<file path="src/rtl/mem_port_arbiter.sv">
// Arbitrates a single-ported memory between instruction fetch (read-only) and load/store.
// Fixed LS priority with IF aging by default; define MEM_ARB_RR_EN for round-robin arbitration.
module mem_port_arbiter #(
  parameter int unsigned N        = 32,
  parameter int unsigned MAX_WAIT = 4
) (
  input  logic         clk,
  input  logic         rst_n,
  input  logic         if_req,
  input  logic [N-1:0] if_addr,
  output logic         if_gnt,
  output logic         if_rvalid,
  output logic [N-1:0] if_rdata,
  input  logic         ls_req,
  input  logic         ls_we,
  input  logic [N-1:0] ls_addr,
  input  logic [N-1:0] ls_wdata,
  output logic         ls_gnt,
  output logic         ls_rvalid,
  output logic [N-1:0] ls_rdata,
  output logic [N-1:0] mem_addr,
  output logic [N-1:0] mem_wdata,
  output logic         mem_we,
  input  logic [N-1:0] mem_rdata
);

  logic         if_rvalid_q, if_rvalid_d;
  logic         ls_rvalid_q, ls_rvalid_d;
  logic [N-1:0] if_rdata_q, if_rdata_d;
  logic [N-1:0] ls_rdata_q, ls_rdata_d;

`ifdef MEM_ARB_RR_EN
  typedef enum logic {GNT_IF = 1'b0, GNT_LS = 1'b1} gnt_e;

  gnt_e last_gnt_q, last_gnt_d;

  always_comb begin
    if_gnt = 1'b0;
    ls_gnt = 1'b0;
    if (rst_n) begin
      if (if_req && ls_req) begin
        if (last_gnt_q == GNT_LS) if_gnt = 1'b1;
        else                      ls_gnt = 1'b1;
      end else begin
        if_gnt = if_req;
        ls_gnt = ls_req;
      end
    end
  end

  always_comb begin
    last_gnt_d = last_gnt_q;
    if (if_gnt)      last_gnt_d = GNT_IF;
    else if (ls_gnt) last_gnt_d = GNT_LS;
  end

  always_ff @(posedge clk or negedge rst_n) begin
    if (!rst_n) last_gnt_q <= GNT_IF;
    else        last_gnt_q <= last_gnt_d;
  end
`else
  localparam logic [3:0] MAX_WAIT_C = 4'(MAX_WAIT);

  logic [3:0] wait_cnt_q, wait_cnt_d;

  always_comb begin
    if_gnt = 1'b0;
    ls_gnt = 1'b0;
    if (rst_n) begin
      if (if_req && ls_req) begin
        if (wait_cnt_q == MAX_WAIT_C) if_gnt = 1'b1;
        else                          ls_gnt = 1'b1;
      end else begin
        if_gnt = if_req;
        ls_gnt = ls_req;
      end
    end
  end

  // Counts consecutive denied IF cycles; saturates so the forced IF win is sticky until taken.
  always_comb begin
    wait_cnt_d = wait_cnt_q;
    if (!if_req || if_gnt)            wait_cnt_d = '0;
    else if (wait_cnt_q < MAX_WAIT_C) wait_cnt_d = wait_cnt_q + 4'd1;
  end

  always_ff @(posedge clk or negedge rst_n) begin
    if (!rst_n) wait_cnt_q <= '0;
    else        wait_cnt_q <= wait_cnt_d;
  end
`endif

  // With no grant the port idles on the IF address so a fetch read is already in flight.
  always_comb begin
    mem_addr  = if_addr;
    mem_wdata = '0;
    if (ls_gnt) begin
      mem_addr  = ls_addr;
      mem_wdata = ls_wdata;
    end
  end

  assign mem_we = ls_gnt & ls_we;

  always_comb begin
    if_rvalid_d = if_gnt;
    ls_rvalid_d = ls_gnt;
    if_rdata_d  = if_rdata_q;
    ls_rdata_d  = ls_rdata_q;
    if (if_gnt) if_rdata_d = mem_rdata;
    if (ls_gnt) ls_rdata_d = ls_we ? '0 : mem_rdata;
  end

  always_ff @(posedge clk or negedge rst_n) begin
    if (!rst_n) begin
      if_rvalid_q <= 1'b0;
      ls_rvalid_q <= 1'b0;
      if_rdata_q  <= '0;
      ls_rdata_q  <= '0;
    end else begin
      if_rvalid_q <= if_rvalid_d;
      ls_rvalid_q <= ls_rvalid_d;
      if_rdata_q  <= if_rdata_d;
      ls_rdata_q  <= ls_rdata_d;
    end
  end

  assign if_rvalid = if_rvalid_q;
  assign ls_rvalid = ls_rvalid_q;
  assign if_rdata  = if_rdata_q;
  assign ls_rdata  = ls_rdata_q;

endmodule

</file>
<file path="config.mk">
export PLATFORM = sky130hd
export DESIGN_NAME = mem_port_arbiter
export DESIGN_NICKNAME = d
export VERILOG_FILES = /design/src/rtl/mem_port_arbiter.sv
export SDC_FILE = /design/constraint.sdc
export NUM_CORES = 1
export LEC_CHECK = 0
export BUFFER_PORTS_ARGS = -buffer_cell sky130_fd_sc_hd__buf_2
export CAP_MARGIN = 10
export CORE_AREA = 2 2 102 104
export CTS_CLUSTER_DIAMETER = 200
export DETAILED_ROUTE_END_ITERATION = 7
export DIE_AREA = 0 0 104 106
export HOLD_SLACK_MARGIN = 0.02
export PLACE_DENSITY = 0.7
export SYNTH_ARGS = -nofsm -noshare
export SYNTH_HDL_FRONTEND = slang
export SYNTH_SLANG_ARGS = --single-unit
</file>
<file path="constraint.sdc">
create_clock -name clk -period 3.9 [get_ports clk]
set_input_delay 0.585 -clock clk [delete_from_list [all_inputs] [get_ports clk]]
set_output_delay 0.585 -clock clk [all_outputs]
set_load 0.03 [all_outputs]
</file>
==> run summary, run 1 <==
The run finished with clean final reports. The floorplan has 37 rows. The vertical die dimension came out at 106 um.

The worst relative slew slack is 54.3%. The mean number of vias per cell is 4.53. Among cell families on the critical path, the largest total delay comes from buffers and inverters. The transition at the pin with the smallest max-transition slack came out at 0.684 ns.

0 antenna diodes ended up in the layout. In this run the static leakage power is 2.76 nW. The total of hold buffers inserted after clock tree synthesis is 0. The number of antenna-violating nets in the routed design is 0. The wire length of the first global-routing pass came out at 16300 um.

The area of the die came out at 0.0110 mm^2. The final critical path takes up 73.8% of the cycle. The post-synthesis instance area came out at 0.00349 mm^2.

The setup TNS after final layout came out at 0 ns. In this run the mean area of a mapped cell was 13.0 um^2. The number of CTS-inserted buffers is 9. Internal power comes to 1.65 mW. The post-synthesis to final-layout area growth is 49.6%. The first-iteration detailed-routing DRC count came out at 150. The final standard cell count with taps included and fillers excluded came out at 673. Once the floorplan was initialized, standard cells occupied 34.9% of the core. The count of cells resized by post-cts repair came out at 0. The boundary pin count is 266. The worst hold path belongs to the class input pin to asynchronous set/reset pin. The critical path goes through inv_1 > ha_1 > a41oi_4 > buf_12 > mux2_2 > buf_2. The signal arrival time at the worst endpoint came out at 2.29 ns.

The largest net degree at the start of global routing came out at 100. For this run, design rule violations remaining after detail routing come to 0. The proportion of power drawn by combinational gates came out at 31.3%. STA classifies the critical path startpoint as a flip-flop.

On the critical path, the stage with the largest delay is an instance of sky130_fd_sc_hd__dfrtp_1. Net switching is 33.4% of the power. The level count of the clock H-tree came out at 3. The multi-input logic area is 0.00164 mm^2. Setup repair after global routing left no endpoint under its margin. Of the cells placed in the final design, the portion with a size suffix greater than 1 is 71.3%. The total global routing overflow came out at 0. The number of unique standard cell types used by synthesis is 21. In this run, synthesis produced a sequential element count of 70. The number of antenna violations at the first check in global routing came out at 0. Dividing the detail-routed wire length by the instance count gives 15.8 um. Setup violations remaining at the end of the flow were counted as 0.

The final critical-path required period is 2.88 ns. The overall die width is 104 um. The maximum buffer depth of the clock tree is 2. The core region is 0.0100 mm^2.

The detailed-router iteration count before antenna repair came out at 4. The register area came out at 0.00175 mm^2. The capturing element type of the critical path is a primary output. The setup slack after placement came out at 1.04 ns. The worst ir drop on vdd is 246 uV.

The placed wire-length estimate after detailed placement is 8080 um. The number of hold violations in the final report is 0. The reported max-cap violation count is 0.

Power comes to 2.47 mW. Summed over all layers, the routed wires come to 10600 um. The buffering stage count on the worst path with inverters included came out at 3. The number of instances in the synthesized netlist came out at 268. Buffers placed on the I/O ports in this run total 265.

The CTS sink count came out at 70. Including well taps, the total number of placed cells is 657. The number of global-route vias before repair is 3152. Based on the critical path, the design can be clocked at up to 0.348 GHz. The setup skew after layout came out at 0.00955 ns. Global routing consumed, over all layers together, 18.8% of the routing resources. The tree is rooted in a sky130_fd_sc_hd__clkbuf_8. After clock tree synthesis, the clock-pin slew on the worst setup and hold paths is 0.08 ns. The max-slew violation count is 0.

The number of nets in the synthesized netlist came out at 403. The congestion estimate from routability-driven global placement came to 0.801. For this run, the post-layout net count is 667. The synthesis warning total came out at 0. The part of the total power dissipated in sequential elements came out at 36.0%. Summed over all nets, the switching power comes to 0.826 mW. The worst setup margin came out at 1.02 ns. The power per cell area is 473 mW/mm^2. Across all hold checks on the routed design, the worst slack comes to 0.122 ns. The fill cell total of the finished layout is 963. The largest driver fanout on the critical path came out at 99. Post-CTS timing repair inserted 0 buffers for setup. The TritonCTS clock tree is yes. For this run, the slowest stage of the critical path takes 0.39 ns. The overall via count from detail_route is 3052. Summing the sequential cell areas from Yosys gives 50.1% of the chip area. The setup path with the least slack is of type flip-flop to primary output. The source-to-sink clock delay at the later pin of the worst-skew pair is 0.35 ns.

The portion of total power attributed to the clock network is 32.7%. The data required time at the worst endpoint is 3.31 ns.
-- logic make-up after synthesis --
logic type      count (synthesis)  share of synthesized area [%]
mux                            97                           31.2
compound gates                  5                           1.22
fa+ha+maj                       2                          0.716
buf+inv                        20                           3.54
simple gates                   73                           12.9
flops                          70                           50.1
xor+xnor                        1                          0.251
-- registers in the layout (all words and copies together) (netlist names) --
name,flops
ls_rdata,32
if_rvalid,1
ls_rvalid,1
if_rdata,32
wait_cnt_q,4
-- cells in the final DEF, fill, tap and decap left out, drive strengths merged --
cell type	instances
xnor2	1
clkbuf	11
nor2b	32
clkinv	1
nand3b	1
ha	2
a21oi	3
nor3b	3
inv	4
dfrtp	70
mux2	96
a21boi	1
nand2	3
nor2	1
mux2i	1
a41oi	1
and2	33
bufinv	4
buf	269
-- metrics by stage --
stage | area, um^2 | util (%)
2_1_floorplan | 3490 | -
3_3_place_gp | 4950 | 49.5
3_5_place_dp | 4950 | 49.5
4_1_cts | 5230 | 52.3
5_1_grt | 5230 | 52.3
6_report | 5230 | 52.3
-- Yosys cell counts --
cell,count,area [um^2]
sky130_fd_sc_hd__a21oi_2,1,8.76
sky130_fd_sc_hd__and2_1,33,206
sky130_fd_sc_hd__a21oi_1,2,10.0
sky130_fd_sc_hd__dfrtp_1,70,1750
sky130_fd_sc_hd__buf_6,3,33.8
sky130_fd_sc_hd__mux2i_1,1,10.0
sky130_fd_sc_hd__nor2_1,1,3.75
sky130_fd_sc_hd__nand3b_1,1,7.51
sky130_fd_sc_hd__nor2b_1,32,200
sky130_fd_sc_hd__xnor2_1,1,8.76
sky130_fd_sc_hd__clkbuf_1,4,15.0
sky130_fd_sc_hd__mux2_2,96,1080
sky130_fd_sc_hd__nand2_1,3,11.3
sky130_fd_sc_hd__buf_2,1,5.00
sky130_fd_sc_hd__clkbuf_2,2,10.0
sky130_fd_sc_hd__a41oi_2,1,16.3
sky130_fd_sc_hd__a21boi_0,1,7.51
sky130_fd_sc_hd__buf_4,6,45.0
sky130_fd_sc_hd__ha_1,2,25.0
sky130_fd_sc_hd__nor3b_1,3,22.5
sky130_fd_sc_hd__inv_1,4,15.0
-- power groups by stage --
stage	clock network, mW	logic [mW]	registers [mW]
floorplan	0	0.280	1.13
global placement	0	0.770	0.899
detailed placement	0	0.781	0.906
CTS	0.837	0.783	0.893
global route	0.865	0.818	0.906
finish	0.809	0.773	0.891
-- metal layers --
metal | vias up | part of all wire (%) | wire length, um | track usage, %
li1 | 1444 | - | - | -
met1 | 1444 | 41 | 4380 | 22.8
met2 | 145 | 47 | 5010 | 29.9
met3 | 19 | 9.3 | 988 | 7.48
met4 | 0 | 2.3 | 241 | 7.63
met5 | - | 0 | 0 | 0
-- cell type report --
cell class	count	share of cell area [%]
clock buffers	11	2.90
multi-input cells	178	31.3
well taps	136	3.26
flip-flops and latches	70	33.5
inverters	4	0.287
clock inverters	5	2.47
repair buffers	269	26.2
-- worst reg2reg max path, stage by stage (launching register included) --
cell and delay (ns):
sky130_fd_sc_hd__dfrtp_1 0.41, sky130_fd_sc_hd__inv_1 0.07, sky130_fd_sc_hd__ha_1 0.21, sky130_fd_sc_hd__nand3b_1 0.16
sky130_fd_sc_hd__a21oi_4 0.60, sky130_fd_sc_hd__buf_4 0.38, sky130_fd_sc_hd__mux2_2 0.38
-- final timing paths --
path / slack (ns) / startpoint / cells past startpoint / endpoint
setup reg to reg: 1.58 / wait_cnt_q[0] / 6 / if_rdata[26]
hold / removal: 0.12 / rst_n / 1 / if_rdata[5]
max in group asynchronous: 2.82 / rst_n / 2 / ls_rdata[8]
min in group clk: 0.47 / mem_rdata[12] / 2 / if_rdata[12]
setup / recovery: 1.02 / wait_cnt_q[0] / 6 / mem_addr[2]
hold reg to reg: 0.50 / if_rdata[24] / 1 / if_rdata[24]
Note: power is estimated with default switching activity, not from simulation.
==> inputs of run 2 (changes only) <==
==> config.mk (replaced) <==
export PLATFORM = sky130hd
export DESIGN_NAME = mem_port_arbiter
export DESIGN_NICKNAME = d
export VERILOG_FILES = /design/src/rtl/mem_port_arbiter.sv
export SDC_FILE = /design/constraint.sdc
export NUM_CORES = 1
export LEC_CHECK = 0
export ABC_AREA = 1
export BUFFER_PORTS_ARGS = -buffer_cell sky130_fd_sc_hd__buf_2
export CAP_MARGIN = 10
export CORE_AREA = 2 2 104 106
export CTS_CLUSTER_DIAMETER = 200
export DETAILED_ROUTE_END_ITERATION = 7
export DIE_AREA = 0 0 106 108
export HOLD_SLACK_MARGIN = 0.02
export PLACE_DENSITY = 0.71
export SYNTH_ARGS = -nofsm -noshare
export SYNTH_HDL_FRONTEND = slang
export SYNTH_SLANG_ARGS = --single-unit
==> constraint.sdc (replaced) <==
create_clock -name clk -period 2.75 [get_ports clk]
set_input_delay 0.4125 -clock clk [delete_from_list [all_inputs] [get_ports clk]]
set_output_delay 0.4125 -clock clk [all_outputs]
set_load 0.03 [all_outputs]
==> run summary, run 2 <==
The run finished with clean final reports. Sequential cells were found to cover 46.1% of the synthesized design area. The number of antenna-violating nets in the routed design is 0. The ratio of cells with drive above 1 in the final layout is 38.1%. The max-slew violation count was 0. The share of the synthesized area in the top cell type is 46.1%. The worst relative slew slack is 45.4%.

The core area came out at 0.0102 mm^2. The boundary pin count is 266. The vertical die dimension came out at 108 um. Setup violations remaining at the end of the flow were counted as 0. STA classifies the critical path endpoint as a primary output. The multi-input logic area is 0.00166 mm^2. The net count of the finished layout is 906.

The data required time at the worst endpoint is 2.34 ns. The final total power came out at 3.18 mW. The worst setup margin is 0.168 ns.

Registers take 0.00175 mm^2. In the layout the commonest cells are 264 x sky130_fd_sc_hd__buf_2, 228 x sky130_fd_sc_hd__nand2_1, 70 x sky130_fd_sc_hd__dfrtp_1. The worst setup path is of the flip-flop to primary output kind.

The largest driver fanout on the critical path came out at 64. The minimum setup slack among reg-to-reg paths came out at 0.99 ns. The final routed wire length divided by cell count is 14.6 um. Fill cells in the final layout number 1005. The overall global routing resource usage is 22.1%. Leaving out fill and tap cells, the most frequent cell in the layout is sky130_fd_sc_hd__buf_2. The post-synthesis to final-layout area growth is 41.5%. The post-CTS setup buffer count came out at 0.

The synthesis warning total came out at 0. The overall via count from detail_route came out at 4301. The last weighted congestion value of the routability-driven placer is 0.946. The overall die width came out at 106 um.

The first global-routing pass estimated 20000 um of wire. The area after detailed placement came out at 0.00515 mm^2. The class of the tightest hold or removal check is input pin to asynchronous set/reset pin. The number of nets in the synthesized netlist came out at 657. 0 antenna diodes ended up in the layout. The stage delay of the slowest cell on the critical path is 0.39 ns. The worst ir drop on vdd came out at 353 uV.

The count of standard-cell rows is 37. The final critical-path required period is 2.58 ns. The commonest cells after synthesis are 228 x sky130_fd_sc_hd__nand2_1, 70 x sky130_fd_sc_hd__dfrtp_1, 65 x sky130_fd_sc_hd__nand3_1. The endpoint identified for the worst register-to-register timing path is ls_rdata[18]. The number of antenna violations at the first check in global routing is 1.

The setup TNS after final layout is 0 ns. OpenSTA, run right after detailed placement, puts the worst setup slack at 0.354 ns. The maximum buffer depth of the clock tree came out at 2.

The clock drives 70 sinks. The clock input transition at the sequential cells of the worst setup and hold paths is 0.07 ns. The placed wire-length estimate after detailed placement came out at 9960 um. Each instance of the synthesized netlist takes up on average 7.28 um^2. The total global routing overflow came out at 0. Clock tree synthesis selected as its root buffer the cell sky130_fd_sc_hd__clkbuf_8. The critical path goes through inv_1 > ha_1 > nand3_1 > or2_4 > clkbuf_8 > nand3_1 > nand2_1 > buf_2. For the pin with the worst max-slew slack, the measured transition is 0.820 ns. Among all cell types in the netlist, the one instantiated most often is sky130_fd_sc_hd__nand2_1. For this run, asynchronously set or reset flops after synthesis account for 100%. TritonCTS built the clock tree. The cell seen most often among critical-path stages is sky130_fd_sc_hd__nand3_1. Among all flip-flop cells after synthesis, the most frequent one is sky130_fd_sc_hd__dfrtp_1. Port buffering added 265 buffers.

Based on the critical path, the design can be clocked at up to 0.387 GHz. The mean number of vias per cell is 4.72. The area of the die came out at 0.0114 mm^2. The static leakage power is 3.46 nW. The initial core utilization came out at 37.2%. The reported max-cap violation count came out at 0. The post-synthesis instance area came out at 0.00380 mm^2. The final wirelength came out at 13300 um. The worst path uses 93.9% of the clock period. The worst hold-check slack is 0.0843 ns. The source-to-sink clock delay at the later pin of the worst-skew pair is 0.35 ns. The detailed-router iteration count before antenna repair came out at 5. The number of enable flip-flop cells after synthesis came out at 0. The netlist uses 18 different library cells.

The number of global-route vias before repair came to 3964. sky130_fd_sc_hd__dfrtp_1 takes more of the synthesized area than any other cell. The number of instances in the synthesized netlist came out at 522. In the routed design, unresolved DRC markers number 0.

The first routing iteration left 398 violations. Entering global routing, the biggest net connects 78 pins. The worst reg2reg path depth came out at 8. The power per cell area came out at 592 mW/mm^2.

The signal arrival time at the worst endpoint is 2.17 ns. After routing the design area is 0.00538 mm^2. In the post-synthesis netlist, the biggest area contributors are sky130_fd_sc_hd__dfrtp_1 46%, sky130_fd_sc_hd__nand2_1 23%, sky130_fd_sc_hd__nand3_1 8.6%. For this design, the slowest cell found on the critical path is sky130_fd_sc_hd__clkbuf_8. In this run the critical register-to-register path is launched from wait_cnt_q[0].

The number of hold violations in the final report is 0. STA classifies the critical path startpoint as a flip-flop. The setup skew after layout came out at 0.00914 ns.

The number of CTS-inserted buffers is 9. The level count of the clock H-tree came out at 3. Synthesis inferred 70 register bits.
run 2: cell types whose count changed after synthesis, moves of 5 or more:
cell / delta
sky130_fd_sc_hd__and2_1: -33
sky130_fd_sc_hd__nand2_1: +225
sky130_fd_sc_hd__buf_6: +7
sky130_fd_sc_hd__nor2b_1: -32
sky130_fd_sc_hd__buf_2: +19
sky130_fd_sc_hd__nand3_1: +65
sky130_fd_sc_hd__nand3b_1: +31
sky130_fd_sc_hd__nor2_1: +37
sky130_fd_sc_hd__mux2_2: -96
sky130_fd_sc_hd__buf_4: -5
sky130_fd_sc_hd__inv_1: +38
run 2: kinds of logic after synthesis:
group	after synthesis	synth area share, %
AND/OR/NAND/NOR	366	41.8
buffers and inverters	79	10.5
flip-flops	70	46.1
AO/OA/AOI/OAI	4	0.691
adder cells (fa/ha/maj)	2	0.658
XOR/XNOR	1	0.230
run 2: worst max path at each step:
stage	to	from	slack, ns	depth (start not counted)
2_1_floorplan	mem_wdata[22]	wait_cnt_q[0]	0.80	8
3_3_place_gp	mem_addr[22]	wait_cnt_q[0]	0.38	8
3_5_place_dp	mem_addr[23]	wait_cnt_q[0]	0.35	8
4_1_cts	mem_wdata[15]	wait_cnt_q[0]	0.07	8
5_1_grt	mem_addr[22]	wait_cnt_q[1]	-0.001	8
6_report	mem_addr[23]	wait_cnt_q[0]	0.17	8
run 2: final cells by class:
class / instances / area share (%)
Tap cell: 136 / 3.16
Inverter: 42 / 2.93
Clock inverter: 3 / 0.744
Multi-Input combinational cell: 373 / 30.8
Timing Repair Buffer: 275 / 26.4
Sequential cell: 70 / 32.6
Clock buffer: 13 / 3.33
run 2: critical path: cells and delay by family, from the launching register on:
family,cells,cell delay (ns)
adder cells (fa/ha/maj),1,0.20
buffers and inverters,3,0.66
flip-flops,1,0.35
AND/OR/NAND/NOR,4,0.60
run 2: per-stage QoR:
step	std cells	utilization [%]
global placement	896	50.3
global route	912	52.6
floorplan	522	-
CTS	912	52.5
finish	912	52.6
detailed placement	896	50.3
run 2: power by group:
group | total [mW] | switching, mW | internal [mW]
Combinational | 1.05 | 0.737 | 0.311
Clock | 0.896 | 0.380 | 0.515
Sequential | 1.24 | 0.0727 | 1.17
run 2: what timing repair did:
action	CTS	global route
hold buffers	0	0
resized for setup	1	2
pin swaps	0	0
endpoints found under the setup margin	3	35
run 2: per-layer routing:
metal  global-route usage [%]  routed length, um  vias up
met5                        0                 13        -
met4                     7.89                289        2
met3                     5.18                882       28
met2                     39.5               6820      168
met1                     26.1               5330     2005
li1                         -                  -     2098
